==> config.mk <==
export PLATFORM = sky130hd
export DESIGN_NAME = ysyx_mem_arbiter
export DESIGN_NICKNAME = d
export VERILOG_FILES = /design/src/rtl/ysyx_bus_pkg.sv /design/src/rtl/ysyx_arb_rr2.sv /design/src/rtl/ysyx_mem_arbiter.sv
export SDC_FILE = /design/constraint.sdc
export NUM_CORES = 1
export LEC_CHECK = 0
export BUFFER_PORTS_ARGS = -buffer_cell sky130_fd_sc_hd__buf_2
export CAP_MARGIN = 25
export CORE_AREA = 2 2 135 137
export CTS_CLUSTER_DIAMETER = 100
export DETAILED_ROUTE_END_ITERATION = 8
export DIE_AREA = 0 0 137 139
export PLACE_DENSITY = 0.67
export SKIP_CTS_REPAIR_TIMING = 1
export SLEW_MARGIN = 10
export SYNTH_ARGS = -nofsm -noshare
export SYNTH_HDL_FRONTEND = slang
export SYNTH_SLANG_ARGS = --single-unit
==> constraint.sdc <==
create_clock -name clk -period 2.6 [get_ports clk]
set_input_delay 0.26 -clock clk [delete_from_list [all_inputs] [get_ports clk]]
set_output_delay 0.26 -clock clk [all_outputs]
set_load 0.05 [all_outputs]
==> src/rtl/ysyx_bus_pkg.sv <==
// Shared encodings for the IFU/LSU memory arbiter: FSM states, owners and AXI response codes.
package ysyx_bus_pkg;

  typedef enum logic [2:0] {
    IDLE    = 3'd0,
    RD_ADDR = 3'd1,
    RD_DATA = 3'd2,
    WR_ADDR = 3'd3,
    WR_RESP = 3'd4,
    RESP    = 3'd5
  } state_e;

  localparam logic OWN_IFU = 1'b0;
  localparam logic OWN_LSU = 1'b1;

  localparam logic [1:0] OKAY   = 2'd0;
  localparam logic [1:0] SLVERR = 2'd2;
  localparam logic [1:0] DECERR = 2'd3;

endpackage

==> src/rtl/ysyx_arb_rr2.sv <==
// Two-way round-robin picker: bit 0 is the IFU, bit 1 the LSU; 'last' names the previous winner.
module ysyx_arb_rr2 (
  input  logic [1:0] req,
  input  logic       last,
  output logic [1:0] gnt,
  output logic       onehot
);

  always_comb begin
    gnt = req;
    if (req == 2'b11) gnt = last ? 2'b01 : 2'b10;
  end

  assign onehot = (gnt == 2'b01) || (gnt == 2'b10);

endmodule

==> src/rtl/ysyx_mem_arbiter.sv <==
// Two-master memory arbiter: IFU reads and LSU reads/writes share one AXI-Lite master port,
// one transaction at a time, turned into level-request / one-cycle-response handshakes.
module ysyx_mem_arbiter
  import ysyx_bus_pkg::*;
#(
  parameter int ADDR_W  = 32,
  parameter int DATA_W  = 32,
  parameter int TIMEOUT = 255
) (
  input  logic                clk,
  input  logic                rst,
  input  logic [ADDR_W-1:0]   ifu_araddr,
  input  logic                ifu_arvalid,
  output logic [DATA_W-1:0]   ifu_rdata,
  output logic                ifu_rvalid,
  input  logic [ADDR_W-1:0]   lsu_araddr,
  input  logic                lsu_arvalid,
  input  logic [ADDR_W-1:0]   lsu_awaddr,
  input  logic [DATA_W-1:0]   lsu_wdata,
  input  logic [DATA_W/8-1:0] lsu_wstrb,
  input  logic                lsu_awvalid,
  output logic [DATA_W-1:0]   lsu_rdata,
  output logic                lsu_rvalid,
  output logic                lsu_bvalid,
  output logic                bus_err,
  output logic [ADDR_W-1:0]   m_araddr,
  output logic                m_arvalid,
  input  logic                m_arready,
  input  logic [DATA_W-1:0]   m_rdata,
  input  logic [1:0]          m_rresp,
  input  logic                m_rvalid,
  output logic                m_rready,
  output logic [ADDR_W-1:0]   m_awaddr,
  output logic                m_awvalid,
  input  logic                m_awready,
  output logic [DATA_W-1:0]   m_wdata,
  output logic [DATA_W/8-1:0] m_wstrb,
  output logic                m_wvalid,
  input  logic                m_wready,
  input  logic [1:0]          m_bresp,
  input  logic                m_bvalid,
  output logic                m_bready
);

  state_e              state, state_nxt;
  logic                owner, last_grant, wr, err;
  logic                aw_done, w_done;
  logic [ADDR_W-1:0]   addr_q;
  logic [DATA_W-1:0]   wdata_q, rdata_q;
  logic [DATA_W/8-1:0] wstrb_q;
  logic [31:0]         cnt;
  logic [1:0]          gnt;
  logic                gnt_ok, timed_out, aw_ok, w_ok;

  ysyx_arb_rr2 u_rr (
    .req    ({lsu_arvalid | lsu_awvalid, ifu_arvalid}),
    .last   (last_grant),
    .gnt    (gnt),
    .onehot (gnt_ok)
  );

  // cnt counts cycles already spent waiting, so the response lands TIMEOUT cycles after entry
  assign timed_out = (TIMEOUT != 0) && (cnt == 32'(TIMEOUT - 1));
  assign aw_ok     = aw_done | m_awready;
  assign w_ok      = w_done | m_wready;

  always_ff @(posedge clk or negedge rst) begin
    if (!rst) state <= IDLE;
    else      state <= state_nxt;
  end

  always_comb begin
    state_nxt = state;
    case (state)
      IDLE:    if (gnt_ok) state_nxt = (gnt[1] && lsu_awvalid) ? WR_ADDR : RD_ADDR;
      RD_ADDR: if (m_arready) state_nxt = RD_DATA;
      RD_DATA: if (m_rvalid || timed_out) state_nxt = RESP;
      WR_ADDR: if (aw_ok && w_ok) state_nxt = WR_RESP;
      WR_RESP: if (m_bvalid || timed_out) state_nxt = RESP;
      RESP:    state_nxt = IDLE;
      default: state_nxt = IDLE;
    endcase
  end

  always_ff @(posedge clk or negedge rst) begin
    if (!rst) begin
      owner      <= OWN_IFU;
      last_grant <= OWN_IFU;
      wr         <= 1'b0;
      err        <= 1'b0;
      aw_done    <= 1'b0;
      w_done     <= 1'b0;
      addr_q     <= '0;
      wdata_q    <= '0;
      wstrb_q    <= '0;
      rdata_q    <= '0;
      cnt        <= '0;
    end else begin
      cnt <= ((state == RD_DATA) || (state == WR_RESP)) ? cnt + 32'd1 : 32'd0;
      case (state)
        IDLE: if (gnt_ok) begin
          owner      <= gnt[1];
          last_grant <= gnt[1];
          wr         <= gnt[1] & lsu_awvalid;
          addr_q     <= !gnt[1] ? ifu_araddr : (lsu_awvalid ? lsu_awaddr : lsu_araddr);
          wdata_q    <= lsu_wdata;
          wstrb_q    <= lsu_wstrb;
          aw_done    <= 1'b0;
          w_done     <= 1'b0;
          err        <= 1'b0;
        end
        RD_DATA: begin
          if (m_rvalid) begin
            rdata_q <= m_rdata;
            err     <= (m_rresp != OKAY);
          end else if (timed_out) begin
            rdata_q <= '0;
            err     <= 1'b1;
          end
        end
        WR_ADDR: begin
          if (m_awready) aw_done <= 1'b1;
          if (m_wready)  w_done  <= 1'b1;
        end
        WR_RESP: begin
          if (m_bvalid)       err <= (m_bresp != OKAY);
          else if (timed_out) err <= 1'b1;
        end
        default: ;
      endcase
    end
  end

  // Every output is a decode of state plus registered latches, never of live inputs
  always_comb begin
    m_araddr   = addr_q;
    m_awaddr   = addr_q;
    m_wdata    = wdata_q;
    m_wstrb    = wstrb_q;
    m_arvalid  = (state == RD_ADDR);
    m_rready   = (state == RD_DATA);
    m_awvalid  = (state == WR_ADDR) && !aw_done;
    m_wvalid   = (state == WR_ADDR) && !w_done;
    m_bready   = (state == WR_RESP);
    ifu_rvalid = (state == RESP) && (owner == OWN_IFU) && !wr;
    lsu_rvalid = (state == RESP) && (owner == OWN_LSU) && !wr;
    lsu_bvalid = (state == RESP) && wr;
    bus_err    = (state == RESP) && err;
    ifu_rdata  = rdata_q;
    lsu_rdata  = rdata_q;
  end

endmodule
After elaboration in Yosys (flattened, before gate mapping)
Cells that the tools add are included.

storage, ports and cells
  register bits = 140
  input bits = 178
  output and inout port bits = 173
  word-level logic and storage cells = 85

cells by class
  add/sub/neg operators = 1
  eq/ne operators = 16
  mux-type cells = 23
  bitwise gates (word level) = 5
  reduce and logical (&&, ||, !) cells = 29

operator list
  operator                                                                 count
  32-bit two-way mux                                                       5
  32-bit by 1-bit adder with 32-bit output (second input constant)         1
  32-bit by 8-bit equality test with 1-bit output (second input constant)  1
  3-bit two-way mux                                                        5
  3-bit one-hot mux with 5 select lines                                    1
  1-bit logical AND                                                        10
  2-bit != test (second input constant)                                    4
  2-bit nonzero test                                                       4
  3-bit by 2-bit equality test with 1-bit output (second input constant)   2
  3-bit equality test (second input constant)                              2
  1-bit two-way mux                                                        6
  2-bit two-way mux                                                        3
  2-bit by 1-bit != test with 1-bit output (second input constant)         3
  2-bit AND reduction                                                      3
  3-bit AND reduction                                                      2
  5-bit AND reduction                                                      1
  2-bit equality test (second input constant)                              2
  1-bit logical OR                                                         4
  1-bit one-hot mux with 2 select lines                                    2
  3-bit by 1-bit equality test with 1-bit output (second input constant)   1
  1-bit zero test                                                          3
  3-bit zero test                                                          1
  1-bit OR                                                                 3
  1-bit one-hot mux with 3 select lines                                    1
  4 further kinds                                                          4

Logic depth before layout (Yosys ltp)
Gate-level depths: netlist of run 1.

  depth in word-level cells = 7
  mapped depth = 7

Cells and area by module
Synthesis of run 1 repeated with hierarchy kept, for this count alone.

unflattened totals
  cells, all modules = 664
  area total of the unflattened synthesis = 7,065.5 um2

by module, submodules not included
  module            instances  cells an instance  area an instance (um2)  sequential area each (um2)
  ysyx_mem_arbiter  1          660                7,040.5                 3,503.4
  ysyx_arb_rr2      1          4                  25.0                    0.0

Worst setup path before layout of run 1
OpenSTA, ideal clock, no wires.

  kind = register -> output
  start point = reg state[1]
  end point = out lsu_rvalid
  arrival time = 1.913 ns
  data required time = 2.340 ns
  slack = 0.427 ns
  stages on the path, launching flop included = 5
  path buffers = 1
  cell sequence = dfrtp_1 > clkbuf_1 > nor2_1 > nand2_1 > nor3b_1

between the ends
  word-level cells in the longest chain between the ends = 3

ends and longest elaborated chain
  element                         RTL line                 source
  start, declared                 ysyx_mem_arbiter.sv:45   state_e state, state_nxt;
  start signal, assigned          ysyx_mem_arbiter.sv:69   else state <= state_nxt;
  3-bit equality test             ysyx_mem_arbiter.sv:146  lsu_rvalid = (state == RESP) && (owner == OWN_LSU) && !wr;
  1-bit logical AND (2 in a row)  ysyx_mem_arbiter.sv:146
  end, declared                   ysyx_mem_arbiter.sv:23   output logic lsu_rvalid,

No other way between the ends.

Worst setup path in the final report of run 1
  start point = reg state[0]
  end point = out ifu_rvalid

between the ends
  word-level cells in the longest chain between the ends = 3

ends and longest elaborated chain
  element                         RTL line                 source
  3-bit equality test             ysyx_mem_arbiter.sv:145  ifu_rvalid = (state == RESP) && (owner == OWN_IFU) && !wr;
  1-bit logical AND (2 in a row)  ysyx_mem_arbiter.sv:145
  end, declared                   ysyx_mem_arbiter.sv:15   output logic ifu_rvalid,

No other way between the ends.

==> summary.md, run 1 <==
| Metric | Value |
|---|---|
| Share of synthesized registers carrying an async set or reset | `1.00` |
| Die Span Y | `139 um` |
| Synthesized area | `6950 um2` |
| Core area | `about 18000 um2` |
| Vias | `5786` |
| Final Cycle Share | `0.790` |
| Area of the multi-input gates | `2750 um2` |
| Root buf cell | `clkbuf_16` |
| IO Count | `351` |
| Arrival @ worst endpoint | `1790 ps` |
| Hold WC Path Type | `input port to flip-flop` |
| Fmax | `487 MHz` |
| Final Hold Vio Count | `0` |
| 1st-iter DRT viols | `roughly 290` |
| Max-slew headroom | `0.591` |
| DRT Wirelength | `18700 um` |
| Syn Nets | `845` |
| Leakage power | `4.67 nW` |
| Flip-flop and latch area | `about 3500 um2` |
| Clock Latency Late Sink | `420 ps` |
| Fillers | `between 1500 and 2000` |
| YS warnings | `0` |
| Nets | `1126` |
| TritonCTS Buffers | `17` |
| First-pass GRT wire length | `around 30000 um` |
| Port Buf Inserts | `350` |
| Final worst setup slack | `547 ps` |
| RSZ-0062 raised after global routing | `false` |
| CTS tree | `done` |
| Commonest non-fill, non-tap cell in the layout | `buf_2` |
| Slew Limit Fails | `0` |
| HPWL after DPL | `around 14000 um` |
| Netlist cell types | `46` |
| Drt via density | `4.87` |
| Tmin final | `2050 ps` |
| Worst-path clk slew | `60 ps` |
| Total GRT Usage | `0.195` |
| Kind of critical path | `flip-flop to output port` |
| M3 GR Usage | `0.0519` |
| Syn_area_per_cell | `10.4 um2` |
| Initial antenna violation count | `0` |
| Grt ovf | `0` |
| IR drop worst, VDD | `0.00103 V` |
| Power per cell area | `1560 nW/um2` |
| Number of synthesized flops with an enable pin | `0` |
| Syn Inst Count | `665` |
| Vias in the first global route | `5642` |
| Largest net degree at the start of global routing | `66` |
| Worst Clk Skew | `around 9.6 ps` |
| Worst slew pin tran | `613 ps` |
| Starting Density | `0.394` |
| Drt wl/cell | `roughly 16 um` |
| Share of layout cells above drive strength 1 | `0.467` |
| Clock Path Buffers | `2` |
| # diodes | `0` |
| Worst-path fanout max | `8` |
| Met2 usage in global routing | `0.321` |
| Status | `completed` |
| DRC viols | `0` |
| Most used routing layer | `met2` |
| Commonest cells after routing, fill and taps aside | `buf_2 (349), dfrtp_1 (140), nand2_1 (79)` |
| Most used flip-flop cell after synthesis | `dfrtp_1` |
| Pre-CTS setup slack | `around 550 ps` |
| Clock Sinks | `140` |
| Gpl congestion | `0.853` |
| H-tree levels | `4` |
| GR Layer Usage met1 | `0.252` |
| Setup crit end kind | `output port` |
| Yosys reg bits | `140` |
| Die Wd | `137 um` |
| Sequential fraction of the synthesis area | `0.504` |
| Final ANT Viol Nets | `0` |
| Max-Cap Viols | `0` |
| WP data required | `approximately 2300 ps` |
| # rows | `49` |
| Setup TNS | `0 ps` |
| Die area | `19000 um2` |
| Post-layout util | `0.515` |
| Startpoint types | `flip-flop` |
| # setup viols final | `0` |
| Area grow syn2layout | `30.8%` |
| Router iterations before antenna repair | `4` |
per-layer routing:
layer | up-vias | wire length, um
li1 | 2820 | -
met4 | 0 | 285
met1 | 2727 | 7910
met5 | - | 0
met3 | 20 | 1340
met2 | 219 | 9200
sequential cells by signal, indices dropped and copies added, names as in the netlist:
register,cells
m_wstrb,4
last_grant,1
m_araddr,32
aw_done,1
ifu_rdata,32
cnt,32
w_done,1
err,1
m_wdata,32
wr,1
state,3
through the flow:
| step | total power, mW | cell area, um2 | hold WS (ps) | cells |
|---|---|---|---|---|
| finish | 14.2 | 9090 | 54.9 | 1188 |
| global route | 14.9 | 9090 | 28.7 | 1188 |
| CTS | 14.3 | 9060 | -144 | 1186 |
| detailed placement | 11.8 | 8450 | 304 | 1154 |
| global placement | 11.7 | 8450 | 299 | 1154 |
| floorplan | 10.4 | 6950 | -35.6 | 665 |
power by group:
part	switching (mW)	internal (mW)	total, mW
registers	0.628	3.03	3.66
clock network	1.00	1.47	2.47
logic	6.10	1.92	8.03
worst paths after layout:
| check | start | endpoint | slack (ps) | depth (start not counted) |
|---|---|---|---|---|
| max in group asynchronous | rst | ifu_rdata[11]$_DFFE_PN0P_ | 1430 | 3 |
| min in group asynchronous | rst | cnt[18]$_DFF_PN0_ | 410 | 2 |
| max | state[0]$_DFFE_PN0P_ | ifu_rvalid | 550 | 5 |
| min reg2reg | m_wdata[16]$_DFFE_PN0P_ | m_wdata[16]$_DFFE_PN0P_ | 500 | 1 |
| max reg2reg | cnt[15]$_DFF_PN0_ | ifu_rdata[18]$_DFFE_PN0P_ | 550 | 6 |
| min | m_rdata[1] | ifu_rdata[1]$_DFFE_PN0P_ | 50 | 2 |
synth_stat cells (2+ instances only):
cell type,number,area [um2]
dfrtp_1,140,3500
nand2_1,79,297
o21ai_0,70,350
buf_4,68,510
nor2_1,44,165
mux2_2,37,417
a22o_1,34,298
mux2i_1,32,320
xor2_1,20,175
nand4_1,19,119
buf_2,17,85.1
clkbuf_1,15,56.3
inv_1,7,26.3
nand3_1,7,35.0
nor3_1,7,35.0
and3_1,6,37.5
or3_1,6,37.5
xnor2_1,6,52.6
a21oi_1,5,25.0
nor4_1,5,31.3
and2_1,4,25.0
and4_1,4,35.0
nor3b_1,3,22.5
o31ai_1,3,22.5
buf_6,2,22.5
ha_1,2,25.0
nand2b_1,2,12.5
nor3_4,2,32.5
o311ai_0,2,17.5
critical path, stage by stage (launching register included):
cell	delay, ps
dfrtp_1	470
inv_2	90
nor2_1	130
nand2_1	120
nor3_1	240
buf_2	330
cell families (layout without fill, tap and decap cells):
| group | Yosys count | count (layout) | share of synthesized area |
|---|---|---|---|
| adders and majority gates | 2 | 2 | 0.00360 |
| and+or+nand+nor | 195 | 195 | 0.139 |
| buffers and inverters | 111 | 405 | 0.102 |
| xor gates and xnor gates | 26 | 26 | 0.0328 |
| DFF | 140 | 140 | 0.504 |
| AOI/OAI and AO/OA | 122 | 122 | 0.113 |
| muxes | 69 | 69 | 0.106 |
layout make-up:
cell class,count,area share
Sequential cell,140,0.386
Inverter,8,0.00330
Tap cell,229,0.0315
Clock buffer,18,0.0483
Multi-Input combinational cell,414,0.303
Timing Repair Buffer,365,0.210
Clock inverter,14,0.0186
No activity file was read; power rests on OpenSTA's default activity.
==> inputs of run 2 (changes only) <==
PLACE_DENSITY = 0.7   (was 0.67)
clock period = 1.7 ns   (was 2.6 ns; I/O delays follow)
==> run 2 against run 1 <==
  * The run now ends with hold timing, setup timing left
  * Sequential cell count unchanged
  * Global-route usage is 0.45 points higher
  * Sequential share of layout area down 5.1 points
  * Via count grew 10%
  * Largest cell class unchanged
  * Largest power group unchanged
==> summary.md, run 2 (synthesis gave the netlist of run 1 again) <==
| Metric | Value |
|---|---|
| Final Hold Vio Count | `3 (+3)` |
| DRC viols | `0 (unchanged)` |
| Psw | `12.4 mW (+61%)` |
| R2R Setup Slk | `-120 ps (-670 ps)` |
| Vias | `6379 (+10%)` |
| Grt ovf | `0 (unchanged)` |
| Vias in the first global route | `5878 (+4.2%)` |
| DRT Wirelength | `21000 um (+12%)` |
| Clock Path Buffers | `2 (unchanged)` |
| Failing checks | `hold timing, setup timing` |
| Internal | `10.3 mW (+60%)` |
| Final ANT Viol Nets | `0 (unchanged)` |
| Max-Cap Viols | `0 (unchanged)` |
| Die Span Y | `139 um (unchanged)` |
| Worst-path fanout max | `32 (+24)` |
| Sw frac | `0.548 (+0.00147)` |
| FF-to-FF Start | `cnt[16]$_DFF_PN0_` |
| Post-layout util | `0.594 (+0.0794)` |
| Nets | `1245 (+11%)` |
| Die area | `19000 um2 (unchanged)` |
| Dpl cells | `1200 (+4.0%)` |
| Startpoint types | `flip-flop` |
| 1st-iter DRT viols | `330 (+16%)` |
| Overall power | `22.7 mW (+60%)` |
| Drt wl/cell | `16.0 um (+1.8%)` |
| Router iterations before antenna repair | `4 (unchanged)` |
| Total GRT Usage | `0.200 (+0.00446)` |
| Clock Sinks | `140 (unchanged)` |
| Layout Cells excl Fill | `1307 (+10%)` |
| Reg2reg path depth | `7 (+1)` |
| First-pass GRT wire length | `30000 um (+2.6%)` |
| Power per cell area | `2160 nW/um2 (+39%)` |
| Part of the power in registers | `0.247 (-0.011)` |
| Commonest non-fill, non-tap cell in the layout | `buf_2` |
| Initial antenna violation count | `1 (+1)` |
| TritonCTS Buffers | `17 (unchanged)` |
| Comb power frac | `0.584 (+0.017)` |
| Clock share of power | `0.169 (-0.006)` |
| Final worst setup slack | `-120 ps (-667 ps)` |
| Kind of critical path | `flip-flop to flip-flop` |
| Arrival @ worst endpoint | `2120 ps (+330 ps)` |
| Slew Limit Fails | `0 (unchanged)` |
| Clock Latency Late Sink | `430 ps (about the same)` |
| Share of layout cells above drive strength 1 | `0.490 (+0.0226)` |
| Design area | `10500 um2 (+15%)` |
| Worst slew pin tran | `414 ps (-199 ps)` |
| Status | `finished with violations` |
| Tmin final | `1820 ps` |
| Area grow syn2layout | `51.0%` |
| Pre-CTS setup slack | `-139 ps (-692 ps)` |
| Fmax | `549 MHz` |
| RSZ-0062 raised after global routing | `true` |
| IO Count | `351 (unchanged)` |
| Root buf cell | `clkbuf_16` |
| CTS tree | `done` |
| H-tree levels | `4 (unchanged)` |
| Worst Clk Skew | `14.4 ps (+4.81 ps)` |
| # diodes | `0 (unchanged)` |
| Setup crit end kind | `flip-flop` |
| Max-slew headroom | `0.721 (+0.129)` |
| Setup TNS | `-3740 ps (-3740 ps)` |
| Hold WC Path Type | `input port to flip-flop` |
| Crit path from | `cnt[16]$_DFF_PN0_` |
| Starting Density | `0.394 (unchanged)` |
| Gpl congestion | `0.829 (-2.7%)` |
| Drt via density | `4.88 (+0.21%)` |
| Die Wd | `137 um (unchanged)` |
| Worst-path clk slew | `70 ps (about the same)` |
| Leakage power | `5.31 nW (+14%)` |
| CP Capture Point | `ifu_rdata[6]$_DFFE_PN0P_` |
| Placed cell area | `8890 um2 (+5.2%)` |
| # setup viols final | `41 (+41)` |
| Port Buf Inserts | `350 (unchanged)` |
| WP data required | `2000 ps (-340 ps)` |
| IR drop worst, VDD | `0.00161 V (+57%)` |
| Core area | `17700 um2 (unchanged)` |
| Final Cycle Share | `1.07` |
| Hold_ws | `-3.68 ps (-58.6 ps)` |
| # rows | `49 (unchanged)` |
| HPWL after DPL | `14800 um (+3.6%)` |
| Commonest cells after routing, fill and taps aside | `buf_2 (341), dfrtp_1 (135), nand2_1 (77)` |
| Largest net degree at the start of global routing | `65 (-1.5%)` |
| Reg-to-reg endpoint | `ifu_rdata[6]$_DFFE_PN0P_` |
-- run 2: layout make-up --
class / count / area, um2
Inverter: 8 / 37.5
Fill cell: 1453 / 7170
Timing Repair Buffer: 484 / 3100
Tap cell: 229 / 287
Multi-Input combinational cell: 414 / 2940
Clock buffer: 17 / 425
Clock inverter: 15 / 194
Sequential cell: 140 / 3510
-- run 2: worst min-delay path by stage --
stage | startpoint | endpoint | slack (ps) | depth (start not counted)
after global routing | m_awready | aw_done$_DFFE_PN0P_ | 2 | 2
final | m_awready | aw_done$_DFFE_PN0P_ | -4 | 2
after CTS | rst | m_wdata[7]$_DFFE_PN0P_ | -340 | 1
after floorplan | rst | aw_done$_DFFE_PN0P_ | -130 | 0
after global placement | rst | cnt[2]$_DFF_PN0_ | 110 | 1
after detailed placement | rst | cnt[0]$_DFF_PN0_ | 110 | 1
-- run 2: power by group through the flow --
stage	registers (mW)	logic, mW	clock network [mW]
4_1_cts	5.54	12.7	3.92
3_5_place_dp	5.59	12.7	0
2_1_floorplan	9.52	6.48	0
5_1_grt	5.77	13.9	4.06
6_report	5.60	13.2	3.84
3_3_place_gp	5.56	12.6	0
-- run 2: routing by layer --
metal / vias up / wire, um / GRT usage
li1: 3064 / - / -
met1: 3070 / 8540 / 0.246
met2: 213 / 10700 / 0.342
met3: 30 / 1350 / 0.0482
met4: 2 / 377 / 0.0651
met5: - / 13 / 0
-- run 2: critical path, stage by stage (launching register included) --
cell,delay (ps)
dfrtp_1,390
nor4_2,270
buf_4,140
nand4_1,130
nor3_4,250
o21ai_2,90
buf_12,170
a22o_1,240
==> inputs of run 3 (changes only) <==
HOLD_SLACK_MARGIN = 0.08   (was default)
SLEW_MARGIN = default   (was 10)
==> run 3 against run 2 <==
  * The flow finishes with violations (setup timing)
  * Die area did not move
  * Sequential cell count is the same
  * Sequential share of layout area decreased by 0.13 points
  * Largest cell class unchanged
==> summary.md, run 3 (synthesis gave the netlist of run 1 again) <==
| Metric | Value |
|---|---|
| Status | `finished with violations` |
| Failing checks | `setup timing` |
| Final ANT Viol Nets | `0 (unchanged)` |
| Kind of critical path | `flip-flop to flip-flop` |
| Vias | `6393 (+0.22%)` |
| TritonCTS Buffers | `17 (unchanged)` |
| Worst slew pin tran | `396 ps (-18.3 ps)` |
| Pre-CTS setup slack | `-139 ps (unchanged)` |
| Cell at the slowest stage of the critical path | `dfrtp_1` |
| Share of layout cells above drive strength 1 | `0.488 (-0.00181)` |
| Max-slew headroom | `0.733 (+0.0123)` |
| Vias in the first global route | `5878 (unchanged)` |
| Post-layout util | `0.596 (+0.00227)` |
| Power per cell area | `2150 nW/um2 (-0.35%)` |
| Max-Cap Viols | `0 (unchanged)` |
| CTS tree | `done` |
| R2R Setup Slk | `-110 ps (about the same)` |
| DRT Wirelength | `21000 um (+0.11%)` |
| Hold_ws | `49.0 ps (+52.7 ps)` |
| Clock Sinks | `140 (unchanged)` |
| Starting Density | `0.394 (unchanged)` |
| Grt ovf | `0 (unchanged)` |
| Gpl congestion | `0.829 (unchanged)` |
| RSZ-0062 raised after global routing | `true` |
| Startpoint types | `flip-flop` |
| First-pass GRT wire length | `30000 um (unchanged)` |
| Slew Limit Fails | `0 (unchanged)` |
| Worst-path fanout max | `32 (unchanged)` |
| IO Count | `351 (unchanged)` |
| Leakage power | `5.33 nW (+0.31%)` |
| Die Span Y | `139 um (unchanged)` |
| Worst Clk Skew | `9.89 ps (-4.48 ps)` |
| Top Layer Used | `met5` |
| # setup viols final | `41 (unchanged)` |
| Hold WC Path Type | `input port to flip-flop` |
| Tmin final | `1810 ps (-13.4 ps)` |
| Clock Path Buffers | `2 (unchanged)` |
| Clock Latency Late Sink | `420 ps (about the same)` |
| Metal2 WL | `10900 um (+1.6%)` |
| Commonest non-fill, non-tap cell in the layout | `buf_2` |
| Area grow syn2layout | `51.5%` |
| Initial antenna violation count | `1 (unchanged)` |
| Port Buf Inserts | `350 (unchanged)` |
| Routed length on met1 | `8430 um (-1.3%)` |
| Commonest cells after routing, fill and taps aside | `buf_2 (341), dfrtp_1 (135), nand2_1 (77)` |
| IR drop worst, VDD | `0.00162 V (about the same)` |
| Fmax | `554 MHz (+0.74%)` |
| CP bufs+invs | `2 (unchanged)` |
| DRC viols | `0 (unchanged)` |
| Arrival @ worst endpoint | `2110 ps (about the same)` |
| Drt via density | `4.88 (about the same)` |
| Nets | `1249 (+0.32%)` |
| Largest net degree at the start of global routing | `65 (unchanged)` |
| # diodes | `0 (unchanged)` |
| Core area | `17700 um2 (unchanged)` |
| H-tree levels | `4 (unchanged)` |
| Final Hold Vio Count | `0 (-3)` |
| Overall power | `22.7 mW (about the same)` |
| Drt wl/cell | `16.0 um (-0.20%)` |
| Critical-path cell list | `nor4_2 -> buf_4 -> nand4_1 -> nor3_4 -> o21ai_2 -> buf_12 -> a22o_1` |
| Die Wd | `137 um (unchanged)` |
| Final worst setup slack | `-106 ps (+13.4 ps)` |
| Routed met3 length | `1410 um (+4.0%)` |
| Router iterations before antenna repair | `4 (unchanged)` |
| WP data required | `2010 ps (about the same)` |
| Largest stage delay, worst path | `390 ps (about the same)` |
| 1st-iter DRT viols | `296 (-10%)` |
| Worst-path clk slew | `70 ps (about the same)` |
| HPWL after DPL | `14800 um (unchanged)` |
| Top Family by Delay on Critical Path | `simple AND/OR/NAND/NOR gates` |
| Setup crit end kind | `flip-flop` |
| # rows | `49 (unchanged)` |
| Root buf cell | `clkbuf_16` |
| Total GRT Usage | `0.200 (unchanged)` |
| Die area | `19000 um2 (unchanged)` |
| Final Cycle Share | `1.06 (-0.00788)` |
[run 3: worst min-delay path, stage by stage]
cell and delay (ps):
buf_2 70, o21ai_0 60, o21ai_0 130
[run 3: area by class of cell]
cell class	instances	area [um2]
multi-input cells	414	2940
flip-flops and latches	140	3510
fillers	1449	7130
clock buffers	17	425
clock inverters	15	194
repair buffers	488	3140
well taps	229	287
inverters	8	37.5
[run 3: per-layer routing]
| metal | global-route usage | up-vias |
|---|---|---|
| li1 | - | 3070 |
| met3 | 0.0482 | 26 |
| met4 | 0.0651 | 2 |
| met1 | 0.246 | 3076 |
| met5 | 0 | - |
| met2 | 0.342 | 219 |
[run 3: final timing paths]
path / cells after the start / startpoint / to
worst max register to register: 7 / cnt[16]$_DFF_PN0_ / ifu_rdata[6]$_DFFE_PN0P_
worst min register to register: 1 / m_wdata[2]$_DFFE_PN0P_ / m_wdata[2]$_DFFE_PN0P_
worst min-delay path: 3 / ifu_araddr[17] / m_araddr[17]$_DFFE_PN0P_
max in group asynchronous: 3 / rst / m_araddr[1]$_DFFE_PN0P_
min in group asynchronous: 2 / rst / ifu_rdata[11]$_DFFE_PN0P_
worst max-delay path: 7 / cnt[16]$_DFF_PN0_ / ifu_rdata[6]$_DFFE_PN0P_
[run 3: power breakdown]
group | leakage (nW) | switching [mW] | internal, mW
registers | 1.76 | 0.962 | 4.63
clock network | 0.300 | 1.70 | 2.13
logic | 3.27 | 9.76 | 3.50
total | 5.33 | 12.4 | 10.3
[run 3: metrics by stage]
| stage | TNS [ps] | std cells | cell area [um2] |
|---|---|---|---|
| after floorplan | -1850 | 665 | 7000 |
| after global placement | -2870 | 1200 | 8890 |
| after CTS | -6430 | 1232 | 9510 |
| after detailed placement | -3920 | 1200 | 8890 |
| final | -3340 | 1311 | 10500 |
| after global routing | -8130 | 1311 | 10500 |
